--- src/rtl/bicubic_tap_sequencer_if.sv ---
// ---------------------------------------------------------------------------
// bicubic_tap_sequencer_if
//
// Bundles every non-clock signal of the bicubic tap sequencer:
//   source stream  : in_valid, in_ready, in_pixel[7:0]
//   multiplier bus : mult_weight_1..4[3:0]   (sign-magnitude weights)
//                    mult_pixel_1..4[8:0]    ({1'b0, window pixel})
//                    mult_inner_product[7:0], mult_inner_product_sign
//   output stream  : out_valid, out_ready, out_pixel[7:0], out_last
//
// The sequencer connects through the slave modport. The surrounding
// environment (line buffer, external multiplier, vertical pass) connects
// through the master modport.
// ---------------------------------------------------------------------------
interface bicubic_tap_sequencer_if;

    logic       in_valid;
    logic       in_ready;
    logic [7:0] in_pixel;

    logic [3:0] mult_weight_1;
    logic [3:0] mult_weight_2;
    logic [3:0] mult_weight_3;
    logic [3:0] mult_weight_4;
    logic [8:0] mult_pixel_1;
    logic [8:0] mult_pixel_2;
    logic [8:0] mult_pixel_3;
    logic [8:0] mult_pixel_4;
    logic [7:0] mult_inner_product;
    logic       mult_inner_product_sign;

    logic       out_valid;
    logic       out_ready;
    logic [7:0] out_pixel;
    logic       out_last;

    modport slave (
        input  in_valid,
        input  in_pixel,
        output in_ready,
        output mult_weight_1,
        output mult_weight_2,
        output mult_weight_3,
        output mult_weight_4,
        output mult_pixel_1,
        output mult_pixel_2,
        output mult_pixel_3,
        output mult_pixel_4,
        input  mult_inner_product,
        input  mult_inner_product_sign,
        output out_valid,
        input  out_ready,
        output out_pixel,
        output out_last
    );

    modport master (
        output in_valid,
        output in_pixel,
        input  in_ready,
        input  mult_weight_1,
        input  mult_weight_2,
        input  mult_weight_3,
        input  mult_weight_4,
        input  mult_pixel_1,
        input  mult_pixel_2,
        input  mult_pixel_3,
        input  mult_pixel_4,
        output mult_inner_product,
        output mult_inner_product_sign,
        input  out_valid,
        output out_ready,
        input  out_pixel,
        input  out_last
    );

endinterface

--- src/rtl/bicubic_tap_sequencer.sv ---
// ---------------------------------------------------------------------------
// bicubic_tap_sequencer
//
// Horizontal x4 bicubic upscaler front/back end. Source pixels of one line
// arrive on a valid/ready stream; a 4-tap window {p[x-1], p[x], p[x+1],
// p[x+2]} (indices clamped to the line) is kept around each source pixel.
// For each of the four output phases the window and that phase's weights
// are driven to an external multiplier, and its sign-magnitude inner product
// is clamped to an unsigned 8-bit pixel and registered onto the output
// stream.
//
// Parameters:
//   LINE_W         source pixels per line (>= 3)
//   PHASE0..PHASE3 packed weights {w1,w2,w3,w4}, each {sign, mag[2:0]}
//
// Ports:
//   clk    rising-edge clock
//   rst_n  synchronous active-low reset
//   bus    bicubic_tap_sequencer_if.slave (source stream, multiplier bus,
//          output stream)
// ---------------------------------------------------------------------------
module bicubic_tap_sequencer #(
    parameter int          LINE_W = 960,
    parameter logic [15:0] PHASE0 = 16'h0700,
    parameter logic [15:0] PHASE1 = 16'hB649,
    parameter logic [15:0] PHASE2 = 16'h9559,
    parameter logic [15:0] PHASE3 = 16'h946B
) (
    input  logic                   clk,
    input  logic                   rst_n,
    bicubic_tap_sequencer_if.slave bus
);

    localparam int CNT_W = $clog2(LINE_W + 1);

    typedef enum logic [2:0] {
        IDLE  = 3'd0,   // waiting for p0 of a new line
        FILL  = 3'd1,   // collecting p1, p2 before the first window is valid
        EMIT  = 3'd2,   // producing the four phases of the current window
        SHIFT = 3'd3,   // waiting for the next source pixel
        FLUSH = 3'd4    // past the line end: replicate the last pixel
    } state_t;

    // -----------------------------------------------------------------------
    // State
    // -----------------------------------------------------------------------
    state_t             state_q,     state_d;
    logic [1:0]         phase_q,     phase_d;
    logic [CNT_W-1:0]   in_cnt_q,    in_cnt_d;
    logic [1:0]         flush_cnt_q, flush_cnt_d;
    logic [7:0]         win_q [4];
    logic [7:0]         win_d [4];
    logic               out_valid_q, out_valid_d;
    logic [7:0]         out_pixel_q, out_pixel_d;
    logic               out_last_q,  out_last_d;

    // -----------------------------------------------------------------------
    // Combinational helpers
    // -----------------------------------------------------------------------
    logic        in_accept;
    logic        can_capture;
    logic        last_window;
    logic [7:0]  cap_pixel;
    logic [15:0] phase_weights;

    // Window update requests raised by the FSM and applied in one place.
    logic        do_load;
    logic        do_shift;
    logic [7:0]  shift_in;

    // Input is only taken in the states that consume source pixels; reset
    // forces in_ready low regardless of the (possibly stale) state register.
    assign bus.in_ready = rst_n &&
                          ((state_q == IDLE) || (state_q == FILL) || (state_q == SHIFT));
    assign in_accept    = bus.in_valid && bus.in_ready;

    // The output register may be overwritten when empty or being drained.
    assign can_capture  = !out_valid_q || bus.out_ready;

    // After the last source pixel, two flush shifts move the window to
    // x = LINE_W-1; that is the window whose phase-3 output ends the line.
    assign last_window  = (in_cnt_q == CNT_W'(LINE_W)) && (flush_cnt_q == 2'd2);

    // Negative products clamp to black; magnitude passes through otherwise.
    assign cap_pixel    = bus.mult_inner_product_sign ? 8'h00 : bus.mult_inner_product;

    always_comb begin
        case (phase_q)
            2'd0:    phase_weights = PHASE0;
            2'd1:    phase_weights = PHASE1;
            2'd2:    phase_weights = PHASE2;
            default: phase_weights = PHASE3;
        endcase
    end

    // The multiplier bus follows phase and window directly, so it is stable
    // whenever those are held by output backpressure.
    assign bus.mult_weight_1 = phase_weights[15:12];
    assign bus.mult_weight_2 = phase_weights[11:8];
    assign bus.mult_weight_3 = phase_weights[7:4];
    assign bus.mult_weight_4 = phase_weights[3:0];

    assign bus.mult_pixel_1  = {1'b0, win_q[0]};
    assign bus.mult_pixel_2  = {1'b0, win_q[1]};
    assign bus.mult_pixel_3  = {1'b0, win_q[2]};
    assign bus.mult_pixel_4  = {1'b0, win_q[3]};

    assign bus.out_valid     = out_valid_q;
    assign bus.out_pixel     = out_pixel_q;
    assign bus.out_last      = out_last_q;

    // -----------------------------------------------------------------------
    // Next-state and datapath logic
    // -----------------------------------------------------------------------
    // NOTE: every signal written here gets a default first; a path that left
    // one unassigned would infer a latch.
    always_comb begin
        state_d     = state_q;
        phase_d     = phase_q;
        in_cnt_d    = in_cnt_q;
        flush_cnt_d = flush_cnt_q;
        out_valid_d = out_valid_q;
        out_pixel_d = out_pixel_q;
        out_last_d  = out_last_q;
        do_load     = 1'b0;
        do_shift    = 1'b0;
        shift_in    = bus.in_pixel;

        // A presented output that is taken and not replaced empties the slot.
        if (out_valid_q && bus.out_ready) begin
            out_valid_d = 1'b0;
        end

        case (state_q)
            IDLE: begin
                if (in_accept) begin
                    // p0 fills the whole window: left-edge replication.
                    do_load  = 1'b1;
                    in_cnt_d = CNT_W'(1);
                    state_d  = FILL;
                end
            end

            FILL: begin
                if (in_accept) begin
                    do_shift = 1'b1;
                    in_cnt_d = in_cnt_q + CNT_W'(1);
                    // Third accept leaves the window at {p0, p0, p1, p2}.
                    if (in_cnt_q == CNT_W'(2)) begin
                        state_d = EMIT;
                    end
                end
            end

            EMIT: begin
                if (can_capture) begin
                    out_pixel_d = cap_pixel;
                    out_valid_d = 1'b1;
                    out_last_d  = (phase_q == 2'd3) && last_window;
                    if (phase_q != 2'd3) begin
                        phase_d = phase_q + 2'd1;
                    end else begin
                        phase_d = 2'd0;
                        if (in_cnt_q < CNT_W'(LINE_W)) begin
                            state_d = SHIFT;
                        end else if (flush_cnt_q < 2'd2) begin
                            state_d = FLUSH;
                        end else begin
                            state_d     = IDLE;
                            in_cnt_d    = '0;
                            flush_cnt_d = 2'd0;
                        end
                    end
                end
            end

            SHIFT: begin
                if (in_accept) begin
                    do_shift = 1'b1;
                    in_cnt_d = in_cnt_q + CNT_W'(1);
                    state_d  = EMIT;
                end
            end

            FLUSH: begin
                // Right-edge replication: the newest tap is duplicated.
                do_shift    = 1'b1;
                shift_in    = win_q[3];
                flush_cnt_d = flush_cnt_q + 2'd1;
                state_d     = EMIT;
            end

            default: begin
                state_d = IDLE;
            end
        endcase

        for (int k = 0; k < 4; k++) begin
            win_d[k] = win_q[k];
        end
        if (do_load) begin
            for (int k = 0; k < 4; k++) begin
                win_d[k] = bus.in_pixel;
            end
        end else if (do_shift) begin
            win_d[0] = win_q[1];
            win_d[1] = win_q[2];
            win_d[2] = win_q[3];
            win_d[3] = shift_in;
        end
    end

    // -----------------------------------------------------------------------
    // State register
    // -----------------------------------------------------------------------
    // NOTE: state uses non-blocking assignments so every register samples
    // the pre-edge values, independent of statement order.
    always_ff @(posedge clk) begin
        if (!rst_n) begin
            state_q     <= IDLE;
            phase_q     <= 2'd0;
            in_cnt_q    <= '0;
            flush_cnt_q <= 2'd0;
            out_valid_q <= 1'b0;
            out_pixel_q <= 8'h00;
            out_last_q  <= 1'b0;
            // NOTE: the window is four flops rather than a RAM, so clearing
            // it in reset is cheap and keeps the mult bus defined after reset.
            for (int k = 0; k < 4; k++) begin
                win_q[k] <= 8'h00;
            end
        end else begin
            state_q     <= state_d;
            phase_q     <= phase_d;
            in_cnt_q    <= in_cnt_d;
            flush_cnt_q <= flush_cnt_d;
            out_valid_q <= out_valid_d;
            out_pixel_q <= out_pixel_d;
            out_last_q  <= out_last_d;
            for (int k = 0; k < 4; k++) begin
                win_q[k] <= win_d[k];
            end
        end
    end

endmodule
--- src/flat_wrapper.sv ---
// flat-port wrapper written by rule: the top's interface ports become plain ports
module bicubic_tap_sequencer_flat 
#(
    parameter int          LINE_W = 960,
    parameter logic [15:0] PHASE0 = 16'h0700,
    parameter logic [15:0] PHASE1 = 16'hB649,
    parameter logic [15:0] PHASE2 = 16'h9559,
    parameter logic [15:0] PHASE3 = 16'h946B
)
  (clk, rst_n, bus_in_valid, bus_in_pixel, bus_in_ready, bus_mult_weight_1, bus_mult_weight_2, bus_mult_weight_3, bus_mult_weight_4, bus_mult_pixel_1, bus_mult_pixel_2, bus_mult_pixel_3, bus_mult_pixel_4, bus_mult_inner_product, bus_mult_inner_product_sign, bus_out_valid, bus_out_ready, bus_out_pixel, bus_out_last);
  bicubic_tap_sequencer_if bus_i ();
  input  logic clk;
  input  logic rst_n;
  input wire logic [$bits(bus_i.in_valid)-1:0] bus_in_valid;
  input wire logic [$bits(bus_i.in_pixel)-1:0] bus_in_pixel;
  output wire logic [$bits(bus_i.in_ready)-1:0] bus_in_ready;
  output wire logic [$bits(bus_i.mult_weight_1)-1:0] bus_mult_weight_1;
  output wire logic [$bits(bus_i.mult_weight_2)-1:0] bus_mult_weight_2;
  output wire logic [$bits(bus_i.mult_weight_3)-1:0] bus_mult_weight_3;
  output wire logic [$bits(bus_i.mult_weight_4)-1:0] bus_mult_weight_4;
  output wire logic [$bits(bus_i.mult_pixel_1)-1:0] bus_mult_pixel_1;
  output wire logic [$bits(bus_i.mult_pixel_2)-1:0] bus_mult_pixel_2;
  output wire logic [$bits(bus_i.mult_pixel_3)-1:0] bus_mult_pixel_3;
  output wire logic [$bits(bus_i.mult_pixel_4)-1:0] bus_mult_pixel_4;
  input wire logic [$bits(bus_i.mult_inner_product)-1:0] bus_mult_inner_product;
  input wire logic [$bits(bus_i.mult_inner_product_sign)-1:0] bus_mult_inner_product_sign;
  output wire logic [$bits(bus_i.out_valid)-1:0] bus_out_valid;
  input wire logic [$bits(bus_i.out_ready)-1:0] bus_out_ready;
  output wire logic [$bits(bus_i.out_pixel)-1:0] bus_out_pixel;
  output wire logic [$bits(bus_i.out_last)-1:0] bus_out_last;
  assign bus_i.in_valid = bus_in_valid;
  assign bus_i.in_pixel = bus_in_pixel;
  assign bus_in_ready = bus_i.in_ready;
  assign bus_mult_weight_1 = bus_i.mult_weight_1;
  assign bus_mult_weight_2 = bus_i.mult_weight_2;
  assign bus_mult_weight_3 = bus_i.mult_weight_3;
  assign bus_mult_weight_4 = bus_i.mult_weight_4;
  assign bus_mult_pixel_1 = bus_i.mult_pixel_1;
  assign bus_mult_pixel_2 = bus_i.mult_pixel_2;
  assign bus_mult_pixel_3 = bus_i.mult_pixel_3;
  assign bus_mult_pixel_4 = bus_i.mult_pixel_4;
  assign bus_i.mult_inner_product = bus_mult_inner_product;
  assign bus_i.mult_inner_product_sign = bus_mult_inner_product_sign;
  assign bus_out_valid = bus_i.out_valid;
  assign bus_i.out_ready = bus_out_ready;
  assign bus_out_pixel = bus_i.out_pixel;
  assign bus_out_last = bus_i.out_last;
  bicubic_tap_sequencer #(.LINE_W(LINE_W), .PHASE0(PHASE0), .PHASE1(PHASE1), .PHASE2(PHASE2), .PHASE3(PHASE3)) u_core (.clk(clk), .rst_n(rst_n), .bus(bus_i));
endmodule
--- config.mk ---
export PLATFORM = sky130hd
export DESIGN_NAME = bicubic_tap_sequencer_flat
export DESIGN_NICKNAME = d
export VERILOG_FILES = /design/src/rtl/bicubic_tap_sequencer_if.sv /design/src/rtl/bicubic_tap_sequencer.sv /design/src/flat_wrapper.sv
export SDC_FILE = /design/constraint.sdc
export NUM_CORES = 1
export LEC_CHECK = 0
export CAP_MARGIN = 20
export CORE_ASPECT_RATIO = 1.4
export CORE_MARGIN = 1
export CORE_UTILIZATION = 57
export DETAILED_ROUTE_END_ITERATION = 7
export DONT_BUFFER_PORTS = 1
export PLACE_DENSITY = 0.8
export SLEW_MARGIN = 20
export SYNTH_ARGS = -nofsm -noshare
export SYNTH_HDL_FRONTEND = slang
export SYNTH_SLANG_ARGS = --single-unit
--- constraint.sdc ---
create_clock -name clk -period 1.68 [get_ports clk]
set_input_delay 0.42 -clock clk [delete_from_list [all_inputs] [get_ports clk]]
set_output_delay 0.42 -clock clk [all_outputs]
set_load 0.1 [all_outputs]
# Word-level counts from Yosys, hierarchy flattened
# Memories as Yosys holds them, arrays and structs flattened.
# Cells that the tools add are included.
# W data, S select, Z words.
# op_classes
n_lt_le_gt_ge	2
reduce_logical	18
n_bitwise	4
n_eq_ne	20
n_addsub	3
mux	39
# ops
operator	count
$mux W32	2
$mux W10	6
$mux W8	6
$pmux W16 S3	1
$pmux W10 S3	1
$mux W3	8
$pmux W3 S5	1
$add A10 B1 Y10 const B	1
$eq A10 B10 Y1 const B	1
$eq A10 B2 Y1 const B	1
$lt A10 B10 Y1 const B	1
$mux W2	5
$ne A2 B1 Y1 const B	5
$ne A2 B2 Y1 const B	5
$mux W1	7
$reduce_and A7 Y1	1
$eq A2 B2 Y1 const B	3
$eq A3 B2 Y1 const B	2
$reduce_and A6 Y1	1
$logic_and A1 B1 Y1	5
$reduce_and A5 Y1	1
$add A2 B1 Y2 const B	2
$or A1 B1 Y1	4
$pmux W2 S2	1
other kinds (13)	15
# word_totals
n_memories	1
mem_bits_rw	32
out_inout_bits	63
input_bits	21
reg_bits	27
# mem_list
name	words	width	read_ports	rd_ports_with_merged_regs	wr	line_no	rtl
u_core.win_q	4	8	4	0	4	bicubic_tap_sequencer.sv:51	logic [7:0] win_q [4];

# Longest topological paths before layout
# depth
ltp_word	10
mapped_depth	7

# Worst setup path before layout
# No wires, ideal clock.
# synth_path
path_type	input -> output
start	input port rst_n
end	output port bus_in_ready
cell_stages	3
setup_slack_ns	-1.603
path_buffers	1
t_arrival_ns	2.863
path_cell_list	clkinv_1 clkbuf_1 nor3_1
# synth_via
elab_chain_len	1
# synth_lines
element	line_no	rtl
from (decl)	flat_wrapper.sv:13	input logic rst_n;
$logic_and A1 B1 Y1	bicubic_tap_sequencer.sv:73	assign bus.in_ready = rst_n &&
to (decl)	flat_wrapper.sv:16	output wire logic [$bits(bus_i.in_ready)-1:0] bus_in_ready;
# No other way between the ends.

# Worst setup path in the final report
# layout_path
start	register u_core.in_cnt_q[8]
end	register u_core.in_cnt_q[6]
# layout_via
elab_chain_len	3
# layout_lines
element	line_no	rtl
from (decl)	bicubic_tap_sequencer.sv:49	logic [CNT_W-1:0] in_cnt_q, in_cnt_d;
from (signal assigned)	bicubic_tap_sequencer.sv:235	in_cnt_q <= in_cnt_d;
$lt A10 B10 Y1	bicubic_tap_sequencer.sv:164	if (in_cnt_q < CNT_W'(LINE_W)) begin
$ne A2 B2 Y1 (no source line)	-	
$reduce_and A7 Y1 (no source line)	-	
# No other way between the ends.
# A chain may end at the register's enable or synchronous reset.

==> out/results.ini <==
[die]
ioPinCount=84
dieHeight_um=90.5
placeableCoreArea_mm2=0.00528
die_x_um=65.2
die-area_mm2=0.00590
rows=31
initial_core_util=0.605

[synthesis]
synthAdderAreaFrac=0.0432
synth_compound_area_frac=0.290
synthMuxAreaShare=0.0157
yosys-top-cells-count=59 x dfxtp_1, 42 x a21oi_1, 37 x nand2_1, 28 x clkbuf_1, 18 x a311oi_1
ys_types=50
synth-edff-count=0
synth_warnings=0
synth_area_mm2=0.00319
synth_area_per_cell_um2=8.48
yosys.area_share.xor_xnor=0
synth-seq-cells=59
synth_flop_cell=dfxtp_1
seq_area_frac_synth=0.370
synth_top_cell_by_area=dfxtp_1
synth_cells=376
async_flop_share=0
synth.top_cell.area_share=0.370
yosysMostFrequentCell=dfxtp_1
yosys-top-cells-area=dfxtp_1 37%, a21oi_1 6.6%, a311oi_1 4.9%
synth_top_family_by_area=compound AO/OA/AOI/OAI gates
yosys.area_share.simple=0.181

[detailed_routing]
drt-initial-drc-count=604
avgViaCountPerCell=7.01
drc=0
routed_wl_um=12400
drt-pass1-iter-count=5
ant_nets=0
vias=3715
wire_per_inst_um=23.4

[global_routing]
grt_pass1_wl_um=15800
grt_max_degree=33
grt_pass1_vias=3316
grtUsageTotal=0.343
overflow=0
antenna_found_initial=0

[pwr]
power_mw=5.60
power_density_mw_per_mm2=1200
p_leak_nw=1.79
peakVddDrop_mv=0.818

[critical_path]
crit_family=simple AND/OR/NAND/NOR gates
cp_data_arrival_time_ns=2.18
start_kind=flop
crit_chain=and4_1, nand4_4, buf_4, a2111oi_4, mux2i_1
cp.buffers_inverters=1
critPathKind=flop to flop
cpPeakStageDelay_ns=0.45
cp_max_fo=6
crit_cells=5
cpMaxStageDelayCell=dfxtp_1
critPathCaptureType=flop
worst-r2r-cell-count=5
critical_path_required_ns=1.96

[cts]
cts_sinks=59
cts_tree=built
cts_made_buffers=9
clock_path_buffers=2
htree_levels=3
clk-insertion-delay-late_ns=0.36
clkTransAtPathRegs_ns=0.07
cts_hold_buf=0
clock-root-buffer=clkbuf_8

[layout]
area_delta_synth_final_pct=46.5
drive_above_1_share=0.394
n_antenna_cell=0
layout.nets=491
final_cell_count_no_fill=530

[timing]
tightest_slew_ns=0.603
fmax_ghz=0.527
min_period_over_period=1.13
final.min_clock_period_ns=1.90
finalWorstSetupSlack_ns=-0.219
tns_ns=-2.92
whs_ns=0.183
maxSlewViolCount=0
rsz0062_at_grt=yes
slew_headroom=0.593
finClkSkew_ns=0.0103
finalHoldViolCount=0
setup_viol_count_final=31

[place]
dpl.hpwl_um=6170
gp_congestion=0.843
dp_cells=496
portBuffers=0
dp_slack_ns=-0.0893

[worst_hold_path]
min_path_type=input port to flop
whs_path_depth=1

[job]
drv_cap=0

[run_status]
violations=setup timing
status=finished with violations

metrics by stage:
| stage | util | area, µm² |
|---|---|---|
| after floorplan | - | 3380 |
| final | 0.886 | 4670 |
| after detailed placement | 0.762 | 4020 |
| after CTS | 0.824 | 4350 |
| after global placement | 0.762 | 4020 |
| after global routing | 0.886 | 4670 |
sequential cells by signal, summed over array words and instances (netlist names):
register	cells
u_core.win_q	32
u_core.in_cnt_q	10
u_core.bus.out_pixel	8
u_core.state_q	3
u_core.flush_cnt_q	2
u_core.phase_q	2
u_core.bus.out_last	1
u_core.bus.out_valid	1
final cells by class:
cell class / count / area [µm²]
fill: 206 / 603
timing repair buffer: 115 / 1090
inverter: 16 / 72.6
tap: 66 / 82.6
clock buffer: 11 / 141
multi-input combinational: 258 / 2040
sequential: 59 / 1190
clock inverter: 5 / 52.6
per-layer routing:
layer | GRT usage | vias to the layer above | share of wire
li1 | - | 1561 | -
met1 | 0.386 | 1737 | 0.35
met2 | 0.576 | 322 | 0.49
met3 | 0.0783 | 95 | 0.089
met4 | 0.199 | 0 | 0.072
met5 | 0 | - | 0
cell families (layout without fill, tap and decap cells):
family / after synthesis / after routing
muxes: 5 / 5
adders and majority gates: 11 / 11
buffers and inverters: 66 / 147
other: 2 / 9
AOI/OAI and AO/OA: 127 / 127
and+or+nand+nor: 106 / 106
DFF: 59 / 59
placed cells by master, fill, tap and decap left out, types with 5 or more instances in the layout:
master and instances:
nor2_1 5, nand3_1 6, o211ai_1 10, inv_1 11, o211a_1 7, ha_1 7, o31ai_2 5, buf_12 9
o31ai_1 10, o41ai_1 8, buf_4 84, mux2i_1 5, nand3b_1 11, nand2_1 36, a21oi_1 40, nand4_1 17
a311oi_1 16, conb_1 9, buf_6 17, dfxtp_1 53, clkbuf_8 10
final timing paths:
kind	slack (ns)	endpoint	startpoint
setup / recovery	-0.22	u_core.in_cnt_q[6]$_SDFFE_PN0P_	u_core.in_cnt_q[8]$_SDFFE_PN0P_
hold / removal	0.18	u_core.win_q[0][5]$_SDFFE_PN0P_	rst_n
setup reg to reg	-0.22	u_core.in_cnt_q[6]$_SDFFE_PN0P_	u_core.in_cnt_q[8]$_SDFFE_PN0P_
hold reg to reg	0.50	u_core.bus.out_pixel[4]$_SDFFE_PN0P_	u_core.bus.out_pixel[4]$_SDFFE_PN0P_
power by group:
| part | internal (mW) | switching, mW | leakage (nW) |
|---|---|---|---|
| logic | 0.732 | 1.91 | 1.21 |
| clock network | 0.717 | 0.612 | 0.0991 |
| registers | 1.52 | 0.108 | 0.484 |
| total | 2.97 | 2.63 | 1.79 |
repair_timing:
action                     in CTS  in global routing
hold endpoints to repair        0                  0
gates cloned                    0                  3
resized for setup              23                 49
setup buffers                   7                  9
pin swaps                       5                 22
setup endpoints to repair      43                 53
Power figures use the tool's default switching activity.
